**src/rtl/serial_rx_ctrl.sv**
```systemverilog
// -----------------------------------------------------------------------------
// serial_rx_ctrl
//   Control block for an 8N1 asynchronous receiver datapath.
//   - Generates the 8x-oversample baud tick from a programmable divisor
//     (tick period = divisor + 1 clocks).
//   - Sequences receiver enable/disable (OFF -> ARM -> RUN -> STOP) so the
//     receiver only starts or stops on an idle line.
//   - Buffers received bytes in a first-word-fall-through FIFO and raises
//     overrun, fill-threshold and packet-gap timeout interrupt conditions.
//
// Optional feature macro: SERIAL_RX_CTRL_STATS_EN
//   When defined, adds input stat_clr and outputs stat_bytes / stat_drops
//   (saturating counts of accepted bytes and of bytes dropped on overrun).
//
// Ports:
//   clk, rst_n          system clock, asynchronous active-low reset
//   cfg_div, cfg_div_we new baud divisor and its load strobe
//   rx_en               receive enable request (level)
//   cfg_thresh          FIFO fill threshold for the threshold interrupt (0 = off)
//   irq_mask            enables for {timeout, thresh, overrun}
//   ovr_clr             clears the sticky overrun flag
//   baud8tick           one-clock tick to the receiver
//   rxd_data/_ready     received byte and its valid pulse
//   rxd_endofpacket     gap-detected pulse from the receiver
//   rxd_idle            receiver line idle
//   rd_pop              consume the FIFO head
//   rd_data, rd_valid   FIFO head byte, FIFO non-empty
//   fifo_count          entries held, 0..2**AW
//   overrun             sticky byte-dropped flag
//   rx_active           controller is in RUN
//   irq                 registered OR of the masked interrupt sources
// -----------------------------------------------------------------------------
module serial_rx_ctrl #(
  parameter int               DIV_W   = 16,
  parameter logic [DIV_W-1:0] DIV_RST = 16'd26,
  parameter int               AW      = 4
) (
  input  logic             clk,
  input  logic             rst_n,
  input  logic [DIV_W-1:0] cfg_div,
  input  logic             cfg_div_we,
  input  logic             rx_en,
  input  logic [AW:0]      cfg_thresh,
  input  logic [2:0]       irq_mask,
  input  logic             ovr_clr,
  output logic             baud8tick,
  input  logic [7:0]       rxd_data,
  input  logic             rxd_data_ready,
  input  logic             rxd_endofpacket,
  input  logic             rxd_idle,
  input  logic             rd_pop,
  output logic [7:0]       rd_data,
  output logic             rd_valid,
  output logic [AW:0]      fifo_count,
  output logic             overrun,
  output logic             rx_active,
  output logic             irq
`ifdef SERIAL_RX_CTRL_STATS_EN
  ,
  input  logic             stat_clr,
  output logic [15:0]      stat_bytes,
  output logic [15:0]      stat_drops
`endif
);

  localparam int          DEPTH    = 1 << AW;
  localparam logic [AW:0] FULL_CNT = (AW+1)'(DEPTH);

  typedef enum logic [1:0] {
    ST_OFF  = 2'd0,
    ST_ARM  = 2'd1,
    ST_RUN  = 2'd2,
    ST_STOP = 2'd3
  } state_t;

  state_t           state;
  logic [DIV_W-1:0] divisor;
  logic [DIV_W-1:0] baud_cnt;
  logic [7:0]       mem [DEPTH];
  logic [AW-1:0]    wr_ptr;
  logic [AW-1:0]    rd_ptr;
  logic             timeout;

  logic accepting;
  logic push_req;
  logic pop_ok;
  logic full;
  logic push_ok;
  logic drop;
  logic go_off;
  logic thresh_hit;

  // Tick is a decode of the running counter; it is forced low while OFF.
  assign baud8tick = (state != ST_OFF) && (baud_cnt == {DIV_W{1'b0}});

  assign accepting  = (state == ST_RUN) || (state == ST_STOP);
  assign push_req   = rxd_data_ready && accepting;
  assign pop_ok     = rd_pop && (fifo_count != {(AW+1){1'b0}});
  assign full       = (fifo_count == FULL_CNT);
  // A full FIFO still takes a byte when the head is popped in the same cycle.
  assign push_ok    = push_req && (!full || pop_ok);
  assign drop       = push_req && full && !pop_ok;
  assign thresh_hit = (cfg_thresh != {(AW+1){1'b0}}) && (fifo_count >= cfg_thresh);
  // Every FSM transition that lands in OFF from another state.
  assign go_off     = ((state == ST_ARM)  && !rx_en) ||
                      ((state == ST_RUN)  && !rx_en && rxd_idle) ||
                      ((state == ST_STOP) && rxd_idle);

  assign rd_valid = (fifo_count != {(AW+1){1'b0}});
  assign rd_data  = mem[rd_ptr];

  // Divisor register: a new value only takes effect at the next reload.
  always_ff @(posedge clk or negedge rst_n) begin
    if (!rst_n) begin
      divisor <= DIV_RST;
    end else if (cfg_div_we) begin
      divisor <= cfg_div;
    end else begin
      divisor <= divisor;
    end
  end

  // Baud down-counter: parked at the divisor while OFF, reloads on each tick.
  always_ff @(posedge clk or negedge rst_n) begin
    if (!rst_n) begin
      baud_cnt <= {DIV_W{1'b0}};
    end else if (state == ST_OFF) begin
      baud_cnt <= divisor;
    end else if (baud_cnt == {DIV_W{1'b0}}) begin
      baud_cnt <= divisor;
    end else begin
      baud_cnt <= baud_cnt - DIV_W'(1);
    end
  end

  // Enable sequencer with registered rx_active.
  always_ff @(posedge clk or negedge rst_n) begin
    if (!rst_n) begin
      state     <= ST_OFF;
      rx_active <= 1'b0;
    end else begin
      case (state)
        ST_OFF: begin
          rx_active <= 1'b0;
          if (rx_en) begin
            state <= ST_ARM;
          end else begin
            state <= ST_OFF;
          end
        end
        ST_ARM: begin
          if (!rx_en) begin
            state     <= ST_OFF;
            rx_active <= 1'b0;
          end else if (baud8tick && rxd_idle) begin
            state     <= ST_RUN;
            rx_active <= 1'b1;
          end else begin
            state     <= ST_ARM;
            rx_active <= 1'b0;
          end
        end
        ST_RUN: begin
          if (!rx_en) begin
            state     <= rxd_idle ? ST_OFF : ST_STOP;
            rx_active <= 1'b0;
          end else begin
            state     <= ST_RUN;
            rx_active <= 1'b1;
          end
        end
        ST_STOP: begin
          // Line going idle wins: the in-flight frame is finished.
          if (rxd_idle) begin
            state     <= ST_OFF;
            rx_active <= 1'b0;
          end else if (rx_en) begin
            state     <= ST_RUN;
            rx_active <= 1'b1;
          end else begin
            state     <= ST_STOP;
            rx_active <= 1'b0;
          end
        end
        default: begin
          state     <= ST_OFF;
          rx_active <= 1'b0;
        end
      endcase
    end
  end

  // FIFO pointers and occupancy.
  always_ff @(posedge clk or negedge rst_n) begin
    if (!rst_n) begin
      wr_ptr     <= {AW{1'b0}};
      rd_ptr     <= {AW{1'b0}};
      fifo_count <= {(AW+1){1'b0}};
    end else begin
      if (push_ok) begin
        wr_ptr <= wr_ptr + AW'(1);
      end else begin
        wr_ptr <= wr_ptr;
      end
      if (pop_ok) begin
        rd_ptr <= rd_ptr + AW'(1);
      end else begin
        rd_ptr <= rd_ptr;
      end
      case ({push_ok, pop_ok})
        2'b10:   fifo_count <= fifo_count + (AW+1)'(1);
        2'b01:   fifo_count <= fifo_count - (AW+1)'(1);
        default: fifo_count <= fifo_count;
      endcase
    end
  end

  // FIFO storage; contents need no reset since the pointers define validity.
  always_ff @(posedge clk) begin
    if (push_ok) begin
      mem[wr_ptr] <= rxd_data;
    end
  end

  // Sticky overrun: a drop in the same cycle as a clear keeps it set.
  always_ff @(posedge clk or negedge rst_n) begin
    if (!rst_n) begin
      overrun <= 1'b0;
    end else if (drop) begin
      overrun <= 1'b1;
    end else if (ovr_clr) begin
      overrun <= 1'b0;
    end else begin
      overrun <= overrun;
    end
  end

  // Packet-gap timeout: a gap seen in the same cycle as a pop still flags,
  // so the interrupt does not drop while bytes remain.
  always_ff @(posedge clk or negedge rst_n) begin
    if (!rst_n) begin
      timeout <= 1'b0;
    end else if (go_off) begin
      timeout <= 1'b0;
    end else if (rxd_endofpacket && accepting && (fifo_count != {(AW+1){1'b0}})) begin
      timeout <= 1'b1;
    end else if (pop_ok) begin
      timeout <= 1'b0;
    end else begin
      timeout <= timeout;
    end
  end

  // Interrupt output, one clock behind its sources.
  always_ff @(posedge clk or negedge rst_n) begin
    if (!rst_n) begin
      irq <= 1'b0;
    end else begin
      irq <= (irq_mask[2] & timeout) | (irq_mask[1] & thresh_hit) | (irq_mask[0] & overrun);
    end
  end

`ifdef SERIAL_RX_CTRL_STATS_EN
  // Saturating traffic statistics.
  always_ff @(posedge clk or negedge rst_n) begin
    if (!rst_n) begin
      stat_bytes <= 16'd0;
      stat_drops <= 16'd0;
    end else if (stat_clr) begin
      stat_bytes <= 16'd0;
      stat_drops <= 16'd0;
    end else begin
      if (push_ok && (stat_bytes != 16'hFFFF)) begin
        stat_bytes <= stat_bytes + 16'd1;
      end else begin
        stat_bytes <= stat_bytes;
      end
      if (drop && (stat_drops != 16'hFFFF)) begin
        stat_drops <= stat_drops + 16'd1;
      end else begin
        stat_drops <= stat_drops;
      end
    end
  end
`endif

endmodule

```
**config.mk**
```make
export PLATFORM = sky130hd
export DESIGN_NAME = serial_rx_ctrl
export DESIGN_NICKNAME = d
export VERILOG_FILES = /design/src/rtl/serial_rx_ctrl.sv
export SDC_FILE = /design/constraint.sdc
export NUM_CORES = 1
export LEC_CHECK = 0
export CORE_ASPECT_RATIO = 0.7
export CORE_UTILIZATION = 65
export CTS_BUF_LIST = sky130_fd_sc_hd__clkbuf_4 sky130_fd_sc_hd__clkbuf_8
export DETAILED_ROUTE_END_ITERATION = 16
export HOLD_SLACK_MARGIN = 0.1
export PLACE_DENSITY = 0.88
export SYNTH_ARGS = -nofsm -noshare
export SYNTH_HDL_FRONTEND = slang
export SYNTH_SLANG_ARGS = --single-unit
```
**constraint.sdc**
```tcl
create_clock -name clk -period 7.6 [get_ports clk]
set_clock_uncertainty 0.2 [all_clocks]
set_input_delay 0.76 -clock clk [delete_from_list [all_inputs] [get_ports clk]]
set_output_delay 0.76 -clock clk [all_outputs]
set_load 0.005 [all_outputs]
```
==> results.ini, run 1 <==
[clocking]
clkTransAtPathRegs_ps=100
clock-sinks=179
clk_latency_ps=460
htreeDepth=4
numCtsBuffers=17
cts_hold_buf=0
ctsResizeCount=0
cts_root_buf=clkbuf_8
clock_path_buffers=2
cts_tree=yes
post_cts_buffers=0

[setup_path]
worst-setup-path-type=reg2out
cp_max_fo=35
max_stage_delay_ps=1120
end_kind=output pin
crit_path_top_delay_cell=dfrtp_2
cp-start-kind=register
cp.buffers_inverters=1
crit_path_frequent_cell=mux4_2
arrival_ps=3240
crit_family=multiplexers
crit_required_ps=6640
crit_chain=mux4_2 -> mux4_2 -> clkdlybuf4s50_1

[power]
irDropWorstVdd_uv=184
power_w=0.00260
p_leak_nw=3.03
powerDensity_nw_per_um2=299

[sta]
min_period_over_period_pct=55.2
hold_viol_final=0
slew_viol_final=0
final-setup-viol-count=0
rsz0062_at_grt=false
worst_pin_slew_ps=1260
setup_tns_ps=0
period_minus_slack_ps=4200
slew-limit-headroom_pct=15.8
fmax_mhz=238

[placed_design]
portBuffers=58
dp_cells=642
placed_area_um2=8270
dp_hpwl_um=10300
gp_congestion=0.793

[min_path]
hp-class=in2async

[routing]
firstDrtPassIters=5
drtIter0Drc=494
drc=0
via_per_inst=6.40
finalWirelength_um=16000
detail_route.wl_per_cell_um=23.8
vias=4316
ant_nets=0

[cells_and_area]
layout_commonest_cell=edfxtp_1
area_growth_pct=15.0
n_fill_cell=568
drive_gt1_share_pct=21.1
fin_nets=563
diodes=0
fin_cells=674
final_area_um2=8690
layout_common_cells=128 x edfxtp_1, 57 x clkdlybuf4s50_1, 47 x dfrtp_1

[grt]
antenna_found_initial=0
first_global_vias=4377
track_usage_pct=29.7
grt_max_degree=52
overflow=0
grt_pass1_wl_um=24800

[floorplan]
core.rowCount=32
die-area_um2=12100
die_y_um=92.3
coreArea_um2=11200
start_util_pct=67.7
ios=59
die_x_um=131

[synthesis]
synth-edff-count=128
synth_warnings=0
netlist.area_leader.share_pct=50.8
synth_ff_type=edfxtp_1
ys_top_cells_by_area=edfxtp_1 51%, dfrtp_1 16%, mux4_2 12%, mux2_2 2.4%, ha_1 2.3%
ys_seq_elements=179
synth.distinct_cells=53
syn_inst=447
synth_area_per_cell_um2=16.9
synth_area_um2=7560
yosysSeqAreaShare_pct=67.7
ys_async_sr_fraction_pct=28.5
syn_nets=502
synth_top_cell_by_area=edfxtp_1

[outcome]
outcome=finished, final reports clean

[flow_run]
drv_cap=0

[power by group]
part | internal [W] | switching, W | leakage, nW
Sequential | 0.00110 | 0.000147 | 1.75
Combinational | 0.000423 | 0.000241 | 1.07
Clock | 0.000308 | 0.000378 | 0.211
Total | 0.00183 | 0.000767 | 3.03
[metrics by stage]
step	worst slack (ps)	hold WS, ps	utilization [%]
6_report	3400	217	77.8
3_3_place_gp	3900	290	74.1
3_5_place_dp	3820	299	74.1
2_1_floorplan	4830	264	-
5_1_grt	3160	274	77.8
4_1_cts	3310	222	77.8
[worst register-to-register path, stage by stage, from the launching register on]
cell and delay, ps:
dfrtp_1 510, nor4_2 540, a21oi_1 290, xor2_1 220, ha_1 250, a31oi_1 120, or2_2 320, o311ai_0 290
o21ai_0 140
[registers in the layout, summed over array words and instances, names as in the netlist]
name / flops
rd_ptr: 4
baud_cnt: 16
wr_ptr: 4
fifo_count: 5
overrun: 1
state: 2
irq: 1
mem: 128
rx_active: 1
divisor: 16
timeout: 1
[cell type report]
type	instances	area (µm²)	share of cell area, %
Sequential cell	179	5120	58.9
Multi-Input combinational cell	236	2310	26.6
Timing Repair Buffer	60	591	6.79
Clock buffer	17	234	2.69
Tap cell	153	191	2.20
Clock inverter	15	188	2.16
Inverter	14	52.6	0.604
[routing by layer]
| layer | vias to the layer above | GRT usage (%) | share of wire, % |
|---|---|---|---|
| met3 | 40 | 8.05 | 9.8 |
| li1 | 1845 | - | - |
| met4 | 0 | 11.0 | 2.3 |
| met2 | 264 | 45.8 | 49 |
| met5 | - | 0 | 0 |
| met1 | 2167 | 40.8 | 39 |
[Yosys cell counts (4+ instances only)]
cell / number
nor3_1: 6
buf_2: 7
mux2_2: 16
o21ai_0: 10
ha_1: 14
dfrtp_1: 48
inv_1: 14
edfxtp_1: 128
xor2_1: 7
or4_1: 5
nand2_1: 14
xnor2_1: 15
a21oi_1: 15
mux4_2: 40
clkbuf_1: 9
nor2_1: 27
nor4_2: 4
and2_1: 17
[logic make-up after synthesis]
logic type,after synthesis,share of synthesized area (%)
AOI/OAI and AO/OA,44,3.59
muxes,59,14.7
xor gates and xnor gates,22,2.55
and+or+nand+nor,97,7.39
adders and majority gates,14,2.32
DFF,179,67.7
buffers and inverters,32,1.72
[final timing paths]
check,startpoint,to,slack [ps],depth (start not counted)
max,rd_ptr[0],rd_data[7],3400,3
min,rst_n,divisor[9],220,2
max reg2reg,fifo_count[1],fifo_count[4],4610,8
min reg2reg,divisor[6],divisor[6],320,1
max in group asynchronous,rst_n,rd_ptr[0],6520,2
min in group clk,divisor[6],divisor[6],320,1
Power figures use the tool's default switching activity.
==> run 2, diff against run 1 <==
- CORE_UTILIZATION: 65 -> 54
- PLACE_DENSITY: 0.88 -> 0.78
- clock period: 7.6 -> 3.5 ns (I/O delays scaled with it)
==> run 2 against run 1 <==
  * Sequential power rose by 110%
  * First-iteration DRC count fell by 26%
  * Core utilization down 12 points
  * Setup slack lost 3200 ps
  * Critical path type unchanged
  * Clock power is 120% higher
  * Flip-flop and latch count unchanged
  * Critical endpoint is now rd_data[3]
  * Total power is 120% higher
  * Die area rose by 20%
  * Global-route usage fell by 7.3 points
==> results.ini, run 2 (same netlist as run 1, synthesis figures left out) <==
[setup_path]
worst-setup-path-type=reg2out  ; unchanged
end_kind=output pin  ; unchanged
rr_worst_depth=8  ; unchanged
r2r_start=fifo_count[1]  ; unchanged
arrival_ps=2750  ; was 3240 ps
cp.buffers_inverters=2  ; was 1
cp_max_fo=32  ; was 35
reg2reg_to=fifo_count[4]  ; unchanged
crit_path_frequent_cell=mux4_2  ; unchanged
crit_required_ps=2950  ; was 6640 ps
rrSetupSlack_ps=570  ; was 4610 ps
cp-start-kind=register  ; unchanged
crit_family=multiplexers  ; unchanged
crit_path_top_delay_cell=mux4_2  ; was dfrtp_2
crit_chain=buf_12 -> mux4_2 -> mux4_2 -> clkdlybuf4s50_1  ; was mux4_2 -> mux4_2 -> clkdlybuf4s50_1
max_stage_delay_ps=550  ; was 1120 ps

[power]
seq_power_share_pct=46.1  ; was 48.0%
swShare_pct=28.4  ; was 29.5%
switchingPower_w=0.00161  ; was 0.000767 W
combPwrFrac_pct=27.8  ; was 25.6%
powerDensity_nw_per_um2=646  ; was 299 nW/µm²
p_leak_nw=3.05  ; was 3.03 nW
power_w=0.00566  ; was 0.00260 W
p_int_w=0.00406  ; was 0.00183 W
irDropWorstVdd_uv=270  ; was 184 µV
clock_power_share_pct=26.1  ; was 26.4%

[clocking]
ctsResizeCount=0  ; unchanged
htreeDepth=4  ; unchanged
cts_root_buf=clkbuf_8  ; unchanged
clock_path_buffers=2  ; unchanged
clk_latency_ps=450  ; was 460 ps
clock-sinks=179  ; unchanged
clkTransAtPathRegs_ps=100  ; about the same
post_cts_buffers=0  ; unchanged
numCtsBuffers=17  ; unchanged
cts_tree=yes  ; unchanged
cts_hold_buf=1  ; was 0

[cells_and_area]
n_fill_cell=948  ; was 568
layout_commonest_cell=edfxtp_1  ; unchanged
top_regs=mem (128), baud_cnt (16), divisor (16)  ; unchanged
area_growth_pct=15.9  ; was 15.0%
top_register=mem  ; unchanged
layout_common_cells=128 x edfxtp_1, 57 x clkdlybuf4s50_1, 47 x dfrtp_1  ; unchanged
diodes=0  ; unchanged
largest_reg_flops=128  ; unchanged
fin_nets=566  ; was 563
drive_gt1_share_pct=21.4  ; was 21.1%

[grt]
grt_pass1_wl_um=23000  ; was 24800 µm
grt_max_degree=34  ; was 52
overflow=0  ; unchanged
track_usage_pct=22.4  ; was 29.7%
antenna_found_initial=0  ; unchanged
first_global_vias=4144  ; was 4377

[floorplan]
die_x_um=143  ; was 131 µm
die_y_um=101  ; was 92.3 µm
ios=59  ; unchanged
core.rowCount=35  ; was 32
start_util_pct=56.4  ; was 67.7%
coreArea_um2=13400  ; was 11200 µm²
die-area_um2=14500  ; was 12100 µm²

[routing]
finalWirelength_um=14700  ; was 16000 µm
vias=4136  ; was 4316
via_per_inst=5.83  ; was 6.40
detail_route.wl_per_cell_um=20.7  ; was 23.8 µm
firstDrtPassIters=5  ; unchanged
drc=0  ; unchanged
drtIter0Drc=368  ; was 494
ant_nets=0  ; unchanged

[sta]
rsz0062_at_grt=false  ; unchanged
holdWs_ps=269  ; was 217 ps
fmax_mhz=303
hold_viol_final=0  ; unchanged
final-setup-viol-count=0  ; unchanged
slew-limit-headroom_pct=15.4  ; was 15.8%
slew_viol_final=0  ; unchanged
setup_tns_ps=0  ; unchanged
min_period_over_period_pct=94.2
worst_pin_slew_ps=1270  ; was 1260 ps
period_minus_slack_ps=3300

[outcome]
outcome=finished, final reports clean  ; unchanged

[min_path]
hp-class=in2async  ; unchanged

[placed_design]
portBuffers=58  ; unchanged
dp_hpwl_um=9550  ; was 10300 µm
gp_congestion=0.899  ; was 0.793

[flow_run]
drv_cap=0  ; unchanged

run 2: changes by cell type in the layout (fill, tap and decap cells not counted), sizes merged:
cell / previous run / this run
buf: 3 / 5
bufinv: 2 / 3
clkbuf: 17 / 18
clkinv: 4 / 6
dlygate4sd3: 0 / 1
inv: 22 / 18
run 2: cell type report:
cell class / instances / area [µm²] / area share, %
Clock buffer: 18 / 241 / 2.75
Clock inverter: 14 / 176 / 2.01
Inverter: 14 / 52.6 / 0.599
Multi-Input combinational cell: 236 / 2310 / 26.4
Sequential cell: 179 / 5120 / 58.4
Tap cell: 185 / 231 / 2.64
Timing Repair Buffer: 63 / 628 / 7.16
run 2: worst max path at each step:
stage,endpoint,cells past startpoint,slack (ps),start
after global routing,rd_data[3],4,90,rd_ptr[0]
after global placement,fifo_count[4],9,470,rd_pop
final,rd_data[3],4,200,rd_ptr[0]
after CTS,rd_data[3],4,160,rd_ptr[0]
after floorplan,fifo_count[4],9,850,fifo_count[2]
after detailed placement,fifo_count[4],9,370,rd_pop
run 2: power by group through the flow:
stage | combinational (W) | clock (W) | sequential (W)
floorplan | 0.00108 | 0 | 0.00253
global placement | 0.00153 | 0 | 0.00265
detailed placement | 0.00159 | 0 | 0.00266
CTS | 0.00160 | 0.00150 | 0.00261
global route | 0.00170 | 0.00158 | 0.00263
finish | 0.00158 | 0.00148 | 0.00261
run 2: layer usage:
| layer | vias to the layer above | track usage, % | part of all wire, % |
|---|---|---|---|
| li1 | 1856 | - | - |
| met1 | 2149 | 29.7 | 43 |
| met2 | 118 | 37.7 | 51 |
| met3 | 13 | 4.85 | 5.1 |
| met4 | 0 | 6.14 | 0.77 |
| met5 | - | 0 | 0 |
run 2: metrics by stage:
| step | cells | worst slack [ps] | util (%) | instance area (µm²) |
|---|---|---|---|---|
| after floorplan | 447 | 855 | - | 7560 |
| after global placement | 676 | 469 | 62.2 | 8340 |
| after detailed placement | 676 | 374 | 62.2 | 8340 |
| after CTS | 709 | 158 | 65.4 | 8770 |
| after global routing | 709 | 93.5 | 65.4 | 8770 |
| final | 709 | 202 | 65.4 | 8770 |
==> run 3, diff against run 2 <==
- CORE_UTILIZATION: 54 -> 60
- PLACE_DENSITY: 0.78 -> 0.82
- clock period: 3.5 -> 3.6 ns (I/O delays scaled with it)
==> run 3 against run 2 <==
  * Total power fell by 5.7%
  * Global-route usage rose by 1.8 points
  * Core utilization rose by 7.0 points
  * First-iteration DRC count rose by 23%
  * Via count fell by 1.1%
  * Non-clock buffer count fell by 1
  * Register-to-register slack improved by 130 ps
  * Wire length fell by 2.7%
  * Critical path type unchanged
  * Largest cell class unchanged
==> results.ini, run 3 (same netlist as run 1, synthesis figures left out) <==
[outcome]
outcome=finished, final reports clean  ; unchanged

[clocking]
cts_tree=yes  ; unchanged
post_cts_buffers=0  ; unchanged
numCtsBuffers=17  ; unchanged
clkTransAtPathRegs_ps=100  ; about the same
cts_root_buf=clkbuf_8  ; unchanged
htreeDepth=4  ; unchanged
clock_path_buffers=2  ; unchanged
clock-sinks=179  ; unchanged
clk_latency_ps=450  ; about the same

[cells_and_area]
diodes=0  ; unchanged
drive_gt1_share_pct=21.0  ; was 21.4%
fin_nets=565  ; was 566
fin_cells=680  ; was 709
top_register=mem  ; unchanged
top_regs=mem (128), baud_cnt (16), divisor (16)  ; unchanged
largest_reg_flops=128  ; unchanged
n_fill_cell=728  ; was 948
layout_common_cells=128 x edfxtp_1, 57 x clkdlybuf4s50_1, 47 x dfrtp_1  ; unchanged
layout_commonest_cell=edfxtp_1  ; unchanged
area_growth_pct=14.7  ; was 15.9%

[routing]
detail_route.wl_per_cell_um=21.0  ; was 20.7 µm
firstDrtPassIters=5  ; unchanged
drtIter0Drc=453  ; was 368
finalWirelength_um=14300  ; was 14700 µm
drc=0  ; unchanged
ant_nets=0  ; unchanged
via_per_inst=6.01  ; was 5.83
vias=4090  ; was 4136

[power]
swShare_pct=29.8  ; was 28.4%
combPwrFrac_pct=29.1  ; was 27.8%
switchingPower_w=0.00159  ; was 0.00161 W
power_w=0.00534  ; was 0.00566 W
irDropWorstVdd_uv=526  ; was 270 µV
p_int_w=0.00375  ; was 0.00406 W
powerDensity_nw_per_um2=615  ; was 646 nW/µm²
clock_power_share_pct=23.3  ; was 26.1%
p_leak_nw=3.01  ; was 3.05 nW
seq_power_share_pct=47.5  ; was 46.1%

[setup_path]
max_stage_delay_ps=590  ; was 550 ps
crit_required_ps=3040  ; was 2950 ps
worst-setup-path-type=reg2out  ; unchanged
crit_path_frequent_cell=mux4_2  ; unchanged
end_kind=output pin  ; unchanged
crit_path_top_delay_cell=mux4_2  ; unchanged
cp-start-kind=register  ; unchanged
arrival_ps=2830  ; was 2750 ps
cp_max_fo=30  ; was 32
crit_chain=buf_12 -> mux4_2 -> mux4_2 -> clkdlybuf4s50_1  ; unchanged
rrSetupSlack_ps=700  ; was 570 ps

[floorplan]
coreArea_um2=12000  ; was 13400 µm²
core.rowCount=33  ; was 35
start_util_pct=63.2  ; was 56.4%
die_y_um=95.9  ; was 101 µm
ios=59  ; unchanged
die_x_um=136  ; was 143 µm
die-area_um2=13100  ; was 14500 µm²

[grt]
overflow=0  ; unchanged
grt_max_degree=39  ; was 34
antenna_found_initial=0  ; unchanged
track_usage_pct=24.1  ; was 22.4%
first_global_vias=4052  ; was 4144
grt_pass1_wl_um=22300  ; was 23000 µm

[placed_design]
post-place-ws_ps=434  ; was 374 ps
portBuffers=58  ; unchanged
dp_cells=647  ; was 676
dp_hpwl_um=9690  ; was 9550 µm
gp_congestion=0.827  ; was 0.899

[sta]
rsz0062_at_grt=false  ; unchanged
hold_viol_final=0  ; unchanged
worst_pin_slew_ps=1220  ; was 1270 ps
slew_viol_final=0  ; unchanged
fmax_mhz=295
slew-limit-headroom_pct=18.5  ; was 15.4%
period_minus_slack_ps=3390
setup_tns_ps=0  ; unchanged
final-setup-viol-count=0  ; unchanged
min_period_over_period_pct=94.3
fin_ws_ps=207  ; was 202 ps

[min_path]
hp-class=in2reg  ; was in2async

[flow_run]
drv_cap=0  ; unchanged

## run 3: cell types whose count changed in the layout (fill, tap and decap cells not counted)
cell        previous run  this run
buf_12                 1         2
buf_4                  3         1
bufinv_16              3         0
clkbuf_4               1         0
clkinv_1               0         1
clkinv_2               3         1
clkinvlp_4             1         3
inv_6                  3         6
## run 3: timing repair
| action | 4_1_cts | 5_1_grt |
|---|---|---|
| endpoints found under the hold margin | 34 | 0 |
| hold buffers | 1 | 0 |
| resized for setup | 0 | 0 |
## run 3: path summary, 6_finish.rpt
check                               from            end  depth (start not counted)
max                            rd_ptr[0]     rd_data[7]                          4
min                              ovr_clr        overrun                          2
max reg2reg                fifo_count[1]  fifo_count[4]                          8
min reg2reg                  divisor[10]    divisor[10]                          1
max in group asynchronous          rst_n      rd_ptr[0]                          3
min in group asynchronous          rst_n     divisor[9]                          2
## run 3: metrics by stage
| stage | util, % | cell area, µm² | hold WS, ps |
|---|---|---|---|
| 2_1_floorplan | - | 7560 | -136 |
| 3_3_place_gp | 69.4 | 8310 | 292 |
| 3_5_place_dp | 69.4 | 8310 | 296 |
| 4_1_cts | 72.5 | 8680 | 269 |
| 5_1_grt | 72.5 | 8680 | 278 |
| 6_report | 72.5 | 8680 | 275 |
## run 3: final cells by class
class                   count  area [µm²]  area share [%]
flip-flops and latches    179        5120            59.1
multi-input cells         236        2310            26.7
repair buffers             62         633            7.30
clock buffers              17         234            2.70
well taps                 157         196            2.26
clock inverters            15         121            1.40
inverters                  14        52.6           0.606
## run 3: layer usage
metal	GRT usage [%]	up-vias	wire length (µm)
met1	36.7	2072	6670
met3	5.42	19	976
met5	0	-	0
met4	7.87	0	182
met2	34.8	153	6450
li1	-	1846	-
## run 3: worst max-delay path, delay by kind of cell (launching register included)
family | cells | cell delay [ps]
buffers and inverters | 2 | 740
muxes | 2 | 1110
DFF | 1 | 500
## run 3: power groups by stage
| stage | registers (W) | logic (W) | clock network [W] |
|---|---|---|---|
| floorplan | 0.00246 | 0.00105 | 0 |
| global placement | 0.00258 | 0.00151 | 0 |
| detailed placement | 0.00258 | 0.00155 | 0 |
| CTS | 0.00254 | 0.00156 | 0.00126 |
| global route | 0.00257 | 0.00168 | 0.00134 |
| finish | 0.00254 | 0.00156 | 0.00125 |
